===== src/rtl/spi_frame_master_pkg.sv =====
// Shared types and defaults for the SPI register-frame master.
// The FSM state encoding and default field widths are common to the master, its slave and benches.
package spi_frame_master_pkg;

    localparam int DEF_ADDR_W       = 8;
    localparam int DEF_DATA_W       = 16;
    localparam int DEF_DUMMY_CYCLES = 6;
    localparam int DEF_CLK_DIV      = 2;
    localparam int DEF_CS_GAP       = 4;

    typedef enum logic [2:0] {
        ST_IDLE,
        ST_ADDR,
        ST_DUMMY,
        ST_DATA,
        ST_TRAIL,
        ST_GAP
    } frame_state_t;

    function automatic int max3(input int a, input int b, input int c);
        int m;
        m = (a > b) ? a : b;
        return (m > c) ? m : c;
    endfunction

    // Counter width for values 0..n-1, never narrower than one bit.
    function automatic int cnt_w(input int n);
        return (n > 1) ? $clog2(n) : 1;
    endfunction

endpackage


===== src/rtl/spi_frame_master_sck_gen.sv =====
// SCK half-period divider: toggles SCK every CLK_DIV cycles while enabled and
// flags the cycle on which SCK is about to rise or fall.
module spi_sck_gen
    import spi_frame_master_pkg::*;
#(
    parameter int CLK_DIV = DEF_CLK_DIV
) (
    input  logic sys_clk,
    input  logic sys_rst_n,
    input  logic en,
    output logic sck,
    output logic rise,
    output logic fall
);

    localparam int DIV_W = cnt_w(CLK_DIV);

    logic [DIV_W-1:0] div_cnt;
    logic             tick;

    assign tick = en && (div_cnt == DIV_W'(CLK_DIV - 1));
    assign rise = tick && !sck;
    assign fall = tick && sck;

    // Disabling parks SCK low with the divider cleared, so every frame
    // starts with a full half-period of SCK low.
    always_ff @(posedge sys_clk) begin
        if (!sys_rst_n || !en) begin
            div_cnt <= '0;
            sck     <= 1'b0;
        end else if (tick) begin
            div_cnt <= '0;
            sck     <= ~sck;
        end else begin
            div_cnt <= div_cnt + DIV_W'(1);
        end
    end

endmodule


===== src/rtl/spi_frame_master.sv =====
// SPI mode-0 initiator for the board register frame: address, dummy clocks, data,
// MSB first, with MISO captured during address and data phases.
module spi_frame_master
    import spi_frame_master_pkg::*;
#(
    parameter int ADDR_W       = DEF_ADDR_W,
    parameter int DATA_W       = DEF_DATA_W,
    parameter int DUMMY_CYCLES = DEF_DUMMY_CYCLES,
    parameter int CLK_DIV      = DEF_CLK_DIV,
    parameter int CS_GAP       = DEF_CS_GAP
) (
    input  logic              sys_clk,
    input  logic              sys_rst_n,
    input  logic              cmd_valid,
    output logic              cmd_ready,
    input  logic [ADDR_W-1:0] cmd_addr,
    input  logic [DATA_W-1:0] cmd_data,
    output logic              rsp_valid,
    output logic [ADDR_W-1:0] rsp_addr,
    output logic [DATA_W-1:0] rsp_data,
    output logic              busy,
    output logic              spi_clk,
    output logic              spi_mosi,
    input  logic              spi_miso,
    output logic              spi_cs_n
);

    localparam int BIT_W  = cnt_w(max3(ADDR_W, DATA_W, DUMMY_CYCLES));
    localparam int WAIT_W = cnt_w((CLK_DIV > CS_GAP) ? CLK_DIV : CS_GAP);

    frame_state_t      state, state_nx;
    logic [BIT_W-1:0]  bit_cnt;
    logic [WAIT_W-1:0] wait_cnt;
    logic [ADDR_W-1:0] tx_addr, rx_addr;
    logic [DATA_W-1:0] tx_data, rx_data;
    logic              sck_en, sck_rise, sck_fall;
    logic              accept;

    assign cmd_ready = (state == ST_IDLE);
    assign busy      = (state != ST_IDLE);
    assign accept    = cmd_valid && cmd_ready;
    assign sck_en    = (state == ST_ADDR) || (state == ST_DUMMY) || (state == ST_DATA);
    assign spi_cs_n  = !(sck_en || (state == ST_TRAIL));
    assign spi_mosi  = (state == ST_ADDR) ? tx_addr[ADDR_W-1] :
                       (state == ST_DATA) ? tx_data[DATA_W-1] : 1'b0;

    spi_sck_gen #(.CLK_DIV(CLK_DIV)) u_sck_gen (
        .sys_clk   (sys_clk),
        .sys_rst_n (sys_rst_n),
        .en        (sck_en),
        .sck       (spi_clk),
        .rise      (sck_rise),
        .fall      (sck_fall)
    );

    always_ff @(posedge sys_clk) begin
        if (!sys_rst_n) state <= ST_IDLE;
        else            state <= state_nx;
    end

    always_comb begin
        state_nx = state;
        case (state)
            ST_IDLE:  if (cmd_valid) state_nx = ST_ADDR;
            ST_ADDR:  if (sck_fall && bit_cnt == BIT_W'(ADDR_W - 1))
                          state_nx = (DUMMY_CYCLES == 0) ? ST_DATA : ST_DUMMY;
            ST_DUMMY: if (sck_fall && bit_cnt == BIT_W'(DUMMY_CYCLES - 1)) state_nx = ST_DATA;
            ST_DATA:  if (sck_fall && bit_cnt == BIT_W'(DATA_W - 1)) state_nx = ST_TRAIL;
            ST_TRAIL: if (wait_cnt == WAIT_W'(CLK_DIV - 1)) state_nx = ST_GAP;
            ST_GAP:   if (wait_cnt == WAIT_W'(CS_GAP - 1)) state_nx = ST_IDLE;
            default:  state_nx = ST_IDLE;
        endcase
    end

    always_ff @(posedge sys_clk) begin
        if (!sys_rst_n) begin
            bit_cnt   <= '0;
            wait_cnt  <= '0;
            tx_addr   <= '0;
            tx_data   <= '0;
            rx_addr   <= '0;
            rx_data   <= '0;
            rsp_valid <= 1'b0;
            rsp_addr  <= '0;
            rsp_data  <= '0;
        end else begin
            rsp_valid <= 1'b0;

            // Both counters restart on every phase change.
            if (state_nx != state) begin
                bit_cnt  <= '0;
                wait_cnt <= '0;
            end else if (sck_fall) begin
                bit_cnt  <= bit_cnt + BIT_W'(1);
            end else if (state == ST_TRAIL || state == ST_GAP) begin
                wait_cnt <= wait_cnt + WAIT_W'(1);
            end

            if (accept) begin
                tx_addr <= cmd_addr;
                tx_data <= cmd_data;
            end

            if (sck_fall && state == ST_ADDR) begin
                tx_addr <= {tx_addr[ADDR_W-2:0], 1'b0};
                rx_addr <= {rx_addr[ADDR_W-2:0], spi_miso};
            end
            if (sck_fall && state == ST_DATA) begin
                tx_data <= {tx_data[DATA_W-2:0], 1'b0};
                rx_data <= {rx_data[DATA_W-2:0], spi_miso};
            end

            if (state == ST_TRAIL && state_nx == ST_GAP) begin
                rsp_valid <= 1'b1;
                rsp_addr  <= rx_addr;
                rsp_data  <= rx_data;
            end
        end
    end

endmodule

===== config.mk =====
export PLATFORM = sky130hd
export DESIGN_NAME = spi_frame_master
export DESIGN_NICKNAME = d
export VERILOG_FILES = /design/src/rtl/spi_frame_master_pkg.sv /design/src/rtl/spi_frame_master_sck_gen.sv /design/src/rtl/spi_frame_master.sv
export SDC_FILE = /design/constraint.sdc
export NUM_CORES = 1
export LEC_CHECK = 0
export ABC_AREA = 1
export CAP_MARGIN = 20
export CORE_MARGIN = 5
export CORE_UTILIZATION = 45
export CTS_CLUSTER_DIAMETER = 30
export DETAILED_ROUTE_END_ITERATION = 10
export PLACE_DENSITY = 0.77
export SKIP_CTS_REPAIR_TIMING = 1
export SYNTH_ARGS = -nofsm -noshare
export SYNTH_HDL_FRONTEND = slang
export SYNTH_SLANG_ARGS = --single-unit

===== constraint.sdc =====
create_clock -name sys_clk -period 1.5 [get_ports sys_clk]
set_input_delay 0.45 -clock sys_clk [delete_from_list [all_inputs] [get_ports sys_clk]]
set_output_delay 0.45 -clock sys_clk [all_outputs]
set_load 0.05 [all_outputs]

==> summary.md, run 1 <==
| Metric | Value |
|---|---|
| Root Driver | `clkbuf_8` |
| Most used cell, CP | `nor2_4` |
| Met1 usage | `0.2102` |
| Routed Antenna Nets | `0` |
| Cell Chain, Critical Path | `inv_2 -> nand2_1 -> nor2_4 -> nor2_4 -> buf_6` |
| Mapped cell area | `3390 µm²` |
| Largest net degree at the start of global routing | `32` |
| Startpoint Class | `register` |
| Number of synthesized flops with an enable pin | `0` |
| LEAKAGE | `1.790 nW` |
| Layout cells sized above 1 | `0.2701` |
| Syn Nets | `478` |
| Buffers on Ports | `57` |
| DR WL/cell | `14.31 µm` |
| DP Wirelength | `5.569 mm` |
| Seq/Total Area, Yosys | `0.4961` |
| CP max stage delay | `0.39 ns` |
| Critical Path RT | `1.05 ns` |
| Post-Place Setup Slack | `-0.1275 ns` |
| First-pass GRT wire length | `13.59 mm` |
| Slowest cell on the critical path | `dfxtp_4` |
| Power Dens Cells | `880.0 nW/µm²` |
| Leading cell type in the layout, fill and taps excluded | `nand2_1` |
| Gpl congestion | `0.8593` |
| GR Overflow Total | `0` |
| CTS max path bufs | `2` |
| Arr. time, crit path | `1.36 ns` |
| Antenna violations before repair | `0` |
| Iter 0 DRT Violations | `175` |
| Failing checks | `setup timing` |
| Die ar. | `9368 µm²` |
| TritonRoute pass-1 iters | `5` |
| WL final | `8.888 mm` |
| Core box area | `7292 µm²` |
| Final setup TNS | `-6.972 ns` |
| Min-delay worst type | `register to register` |
| WP depth | `5` |
| Die X | `96.79 µm` |
| Fin Hold WS | `0.4585 ns` |
| Htree depth | `3` |
| Setup violations, final | `61` |
| R2R cell count | `12` |
| Slew headroom | `0.7726` |
| Cells after synthesis | `446` |
| Worst Tran Pin Value | `0.3375 ns` |
| NumNets Final | `549` |
| Primary FF master, synth | `dfxtp_1` |
| Most frequent cells in the layout | `nand2_1, dfxtp_1, nand3_1, a21oi_1, buf_12` |
| Clock Sinks | `84` |
| Final Skew | `0.01285 ns` |
| Busiest layer in global routing | `met2` |
| Area Overhead vs Synth | `47.51%` |
| Crit end category | `primary output` |
| Vias in the first global route | `3043` |
| Met3 GRT Util | `0.04388` |
| Post-route clock period utilization | `1.205` |
| I/O pin count | `58` |
| Outcome | `complete, but fails checks` |
| Number of synthesized register bits | `84` |
| Peak supply drop | `0.0005604 V` |
| Clock Latency Late Sink | `0.37 ns` |
| Row cnt | `31` |
| Post-synth ARST share | `0` |
| CTS tree | `done` |
| Drt drc | `0` |
| Placed cell area | `4494 µm²` |
| Buffers and inverters on the worst path | `2` |
| Global-route usage over all layers | `0.1724` |
| Final Hold Fails | `0` |
| Top post-synthesis cells by area | `dfxtp_1, nand2_1, a21oi_1, nand3_1, a31oi_1` |
| Die Y | `96.79 µm` |
| Fmax | `553.2 MHz` |
| Leading area contributor after synthesis | `dfxtp_1` |
| Syn_area_per_cell | `7.600 µm²` |
| Drt via density | `5.396` |
| Critical path type | `register to primary output` |
| CP Max Fanout | `6` |
| Post-route setup slack | `-0.3078 ns` |
| Final Max Slew Viols | `0` |
| Initial Util | `0.4648` |
| Maxcap violations | `0` |
| Hold Path Depth | `1` |
| Synthesis Warnings | `0` |
| GR Util met2 | `0.2824` |
| Area fraction of the dominant cell type after synthesis | `0.4961` |
| RSZ-0062 raised after global routing | `yes` |
| Vias | `3351` |
| Num CTS Buffers | `9` |
| Distinct cells, synth | `28` |
| Final Cell Area | `5000 µm²` |
| CTS clock-pin slew for the worst setup and hold paths | `0.09 ns` |
| Final min period | `1.808 ns` |
| Antenna Diode Count | `0` |
| Critical path's top delay family | `flip-flops` |
[path summary, 6_finish.rpt]
| kind | startpoint | endpoint | slack (ns) |
|---|---|---|---|
| worst max-delay path | state[1] | spi_cs_n | -0.31 |
| worst min-delay path | u_sck_gen.div_cnt | u_sck_gen.div_cnt | 0.46 |
| worst max register to register | state[2] | bit_cnt[2] | -0.29 |
| worst min register to register | u_sck_gen.div_cnt | u_sck_gen.div_cnt | 0.46 |
[registers in the layout, summed over array words and instances (netlist names)]
signal / cells
u_sck_gen.sck: 1
rsp_data: 16
wait_cnt: 2
state: 3
rx_addr: 8
u_sck_gen.div_cnt: 1
rx_data: 16
bit_cnt: 4
rsp_valid: 1
tx_addr: 8
tx_data: 16
rsp_addr: 8
[synthesized netlist by cell type, types with 4 or more instances]
cell / instances
inv_2: 5
clkbuf_1: 12
a31oi_1: 24
dfxtp_1: 84
buf_2: 11
nand3_1: 44
ha_1: 4
o21ai_0: 24
nand2_1: 126
a21oi_1: 51
inv_1: 13
nor2_1: 22
[per-stage QoR]
step,cells,total power [mW],utilization
global route,621,4.548,0.6857
global placement,594,2.706,0.6163
CTS,610,4.356,0.6443
floorplan,446,2.532,-
detailed placement,594,2.714,0.6163
finish,621,4.400,0.6857
[routing by layer]
| metal | routed length (µm) | vias to the layer above |
|---|---|---|
| li1 | - | 1631 |
| met1 | 3613 | 1567 |
| met2 | 4604 | 131 |
| met3 | 491 | 22 |
| met4 | 179 | 0 |
| met5 | 0 | - |
[where the power goes]
group	internal [mW]	switching [mW]
logic	0.194	0.204
registers	2.27	0.0394
clock network	0.795	0.897
[worst reg2reg max path: stages (launching register included)]
cell     delay (ns)
dfxtp_4        0.39
inv_8          0.09
buf_12         0.10
buf_4          0.10
o21ai_2        0.07
nor2_4         0.24
buf_6          0.14
nand2_1        0.07
nand2_2        0.09
nand3_1        0.11
nand2_2        0.11
nand2_4        0.09
nor2_2         0.13
[final cells by class]
type	count	area [µm²]
timing repair buffer	89	1201
inverter	19	86.33
multi-input combinational	314	1689
sequential	84	1695
clock buffer	9	123.9
tap	99	123.9
clock inverter	7	80.08
fill	567	2292
[cell families (layout without fill, tap and decap cells)]
kind of cell / count (synthesis) / count (layout) / share of synthesized area
XOR/XNOR: 3 / 3 / 0.007753
buffers and inverters: 48 / 124 / 0.06164
AND/OR/NAND/NOR: 203 / 203 / 0.2536
flip-flops: 84 / 84 / 0.4961
adder cells (fa/ha/maj): 4 / 4 / 0.01477
AO/OA/AOI/OAI: 104 / 104 / 0.1661
(Power assumes the default switching activity.)
==> run 2, diff against run 1 <==
--- a/config.mk
+++ b/config.mk
@@ -7,12 +7,15 @@
 export LEC_CHECK = 0
 export ABC_AREA = 1
 export CAP_MARGIN = 20
+export CELL_PAD_IN_SITES_DETAIL_PLACEMENT = 0
+export CELL_PAD_IN_SITES_GLOBAL_PLACEMENT = 1
 export CORE_MARGIN = 5
-export CORE_UTILIZATION = 45
+export CORE_UTILIZATION = 34
 export CTS_CLUSTER_DIAMETER = 30
 export DETAILED_ROUTE_END_ITERATION = 10
-export PLACE_DENSITY = 0.77
+export PLACE_DENSITY = 0.79
 export SKIP_CTS_REPAIR_TIMING = 1
+export SLEW_MARGIN = 20
 export SYNTH_ARGS = -nofsm -noshare
 export SYNTH_HDL_FRONTEND = slang
 export SYNTH_SLANG_ARGS = --single-unit
==> summary.md, run 2 (synthesis gave the netlist of run 1 again) <==
| Metric | Value |
|---|---|
| Post-route non-filler standard cell count | `656 (+5.6%)` |
| Peak supply drop | `0.0004375 V (-22%)` |
| Worst Tran Pin Value | `0.2656 ns (-0.07196 ns)` |
| Placed Cells | `634 (+6.7%)` |
| Vias | `3099 (-7.5%)` |
| Layout cells sized above 1 | `0.2103 (-0.05979)` |
| Die X | `109.8 µm (+13%)` |
| Global-route usage over all layers | `0.1417 (-0.03068)` |
| Buffers on Ports | `57 (unchanged)` |
| Die Y | `109.8 µm (+13%)` |
| Startpoint Class | `register` |
| Setup violations, final | `4 (-93%)` |
| Critical Path RT | `1.05 ns (about the same)` |
| Antenna Diode Count | `0 (unchanged)` |
| First-pass GRT wire length | `13.73 mm (+1.0%)` |
| NumNets Final | `550 (+0.18%)` |
| Final Max Slew Viols | `0 (unchanged)` |
| Largest net degree at the start of global routing | `40 (+25%)` |
| Post-route clock period utilization | `1.173 (-0.03246)` |
| Slew headroom | `0.8230 (+0.05035)` |
| Routed Antenna Nets | `0 (unchanged)` |
| Outcome | `complete, but fails checks` |
| Min-delay worst type | `register to register` |
| TritonRoute pass-1 iters | `4 (-1)` |
| Root Driver | `clkbuf_8` |
| LEAKAGE | `1.732 nW (-3.2%)` |
| Core box area | `9729 µm² (+33%)` |
| Placed cell area | `4569 µm² (+1.7%)` |
| Fmax | `568.5 MHz (+2.8%)` |
| Seq. cell area | `1694 µm² (about the same)` |
| Htree depth | `3 (unchanged)` |
| Die ar. | `12070 µm² (+29%)` |
| Maxcap violations | `0 (unchanged)` |
| RSZ-0062 raised after global routing | `yes` |
| Vias in the first global route | `2976 (-2.2%)` |
| Final Skew | `0.008515 ns (-0.004339 ns)` |
| Critical path type | `register to primary output` |
| Row cnt | `36 (+16%)` |
| Power Dens Cells | `855.6 nW/µm² (-2.8%)` |
| Top Registers | `rsp_data (16), rx_data (16), tx_data (16)` |
| Arr. time, crit path | `1.31 ns (-0.05 ns)` |
| Area Overhead vs Synth | `43.00%` |
| Initial Util | `0.3484 (-0.1164)` |
| Iter 0 DRT Violations | `165 (-5.7%)` |
| I/O pin count | `58 (unchanged)` |
| Fin Hold WS | `0.4570 ns (-0.001565 ns)` |
| Area of the multi-input gates | `1563 µm² (-7.5%)` |
| Final Cell Area | `4847 µm² (-3.1%)` |
| WL final | `8.170 mm (-8.1%)` |
| Final min period | `1.759 ns (-0.04869 ns)` |
| Drt drc | `0 (unchanged)` |
| Num CTS Buffers | `9 (unchanged)` |
| Final core area utilization | `0.4982 (-0.1875)` |
| CP Max Fanout | `4 (-2)` |
| Most frequent cells in the layout | `nand2_1, dfxtp_1, a21oi_1, nand3_1, buf_12` |
| FILL cells | `971 (+71%)` |
| GR Overflow Total | `0 (unchanged)` |
| Post-Place Setup Slack | `-0.1385 ns (-0.01100 ns)` |
| Crit end category | `primary output` |
| CTS max path bufs | `2 (unchanged)` |
| CTS tree | `done` |
| Final Hold Fails | `0 (unchanged)` |
| Leading cell type in the layout, fill and taps excluded | `nand2_1` |
| Clock Sinks | `84 (unchanged)` |
| DR WL/cell | `12.45 µm (-13%)` |
| Tot Pwr | `4.147 mW (-5.7%)` |
| Drt via density | `4.724 (-12%)` |
| Final setup TNS | `-0.8038 ns (+6.168 ns)` |
| Clock Latency Late Sink | `0.35 ns (-0.02 ns)` |
| Failing checks | `setup timing` |
| Post-route setup slack | `-0.2591 ns (+0.04869 ns)` |
| DP Wirelength | `5.619 mm (+0.91%)` |
| Antenna violations before repair | `0 (unchanged)` |
| CTS clock-pin slew for the worst setup and hold paths | `0.09 ns (about the same)` |
| Gpl congestion | `0.8602 (+0.10%)` |
## run 2: cell count changes in the layout (fill, tap and decap cells not counted), sizes merged
| cell | before | now |
|---|---|---|
| clkinvlp | 3 | 4 |
| bufinv | 1 | 0 |
| buf | 62 | 63 |
| clkbuf | 9 | 10 |
| clkinv | 1 | 2 |
| inv | 21 | 19 |
## run 2: final timing paths
check	start	to	slack, ns	cells after the start
worst max-delay path	state[2]	spi_mosi	-0.26	5
worst min-delay path	u_sck_gen.div_cnt	u_sck_gen.div_cnt	0.46	1
worst max register to register	state[2]	tx_addr[2]	0	7
worst min register to register	u_sck_gen.div_cnt	u_sck_gen.div_cnt	0.46	1
## run 2: cell type report
cell class,instances,share of cell area
Clock inverter,6,0.01007
Sequential cell,84,0.3495
Timing Repair Buffer,90,0.2401
Tap cell,133,0.03433
Multi-Input combinational cell,314,0.3224
Clock buffer,10,0.02633
Inverter,19,0.01729
## run 2: power by group
group | leakage [nW] | internal (mW) | switching [mW]
combinational | 0.964 | 0.190 | 0.191
clock | 0.0848 | 0.619 | 0.850
sequential | 0.684 | 2.27 | 0.0264
## run 2: worst max-delay path, stage by stage (launching register included)
cell and delay, ns:
dfxtp_4 0.37, inv_4 0.05, nand2_4 0.08, nor2_4 0.05, a22o_4 0.26, buf_12 0.15
## run 2: layer usage
layer	wire length, µm	global-route usage	up-vias
met1	3895	0.1932	1408
met4	105	0.05610	0
met5	0	0	-
met2	3892	0.2201	52
li1	-	-	1630
met3	277	0.02701	9
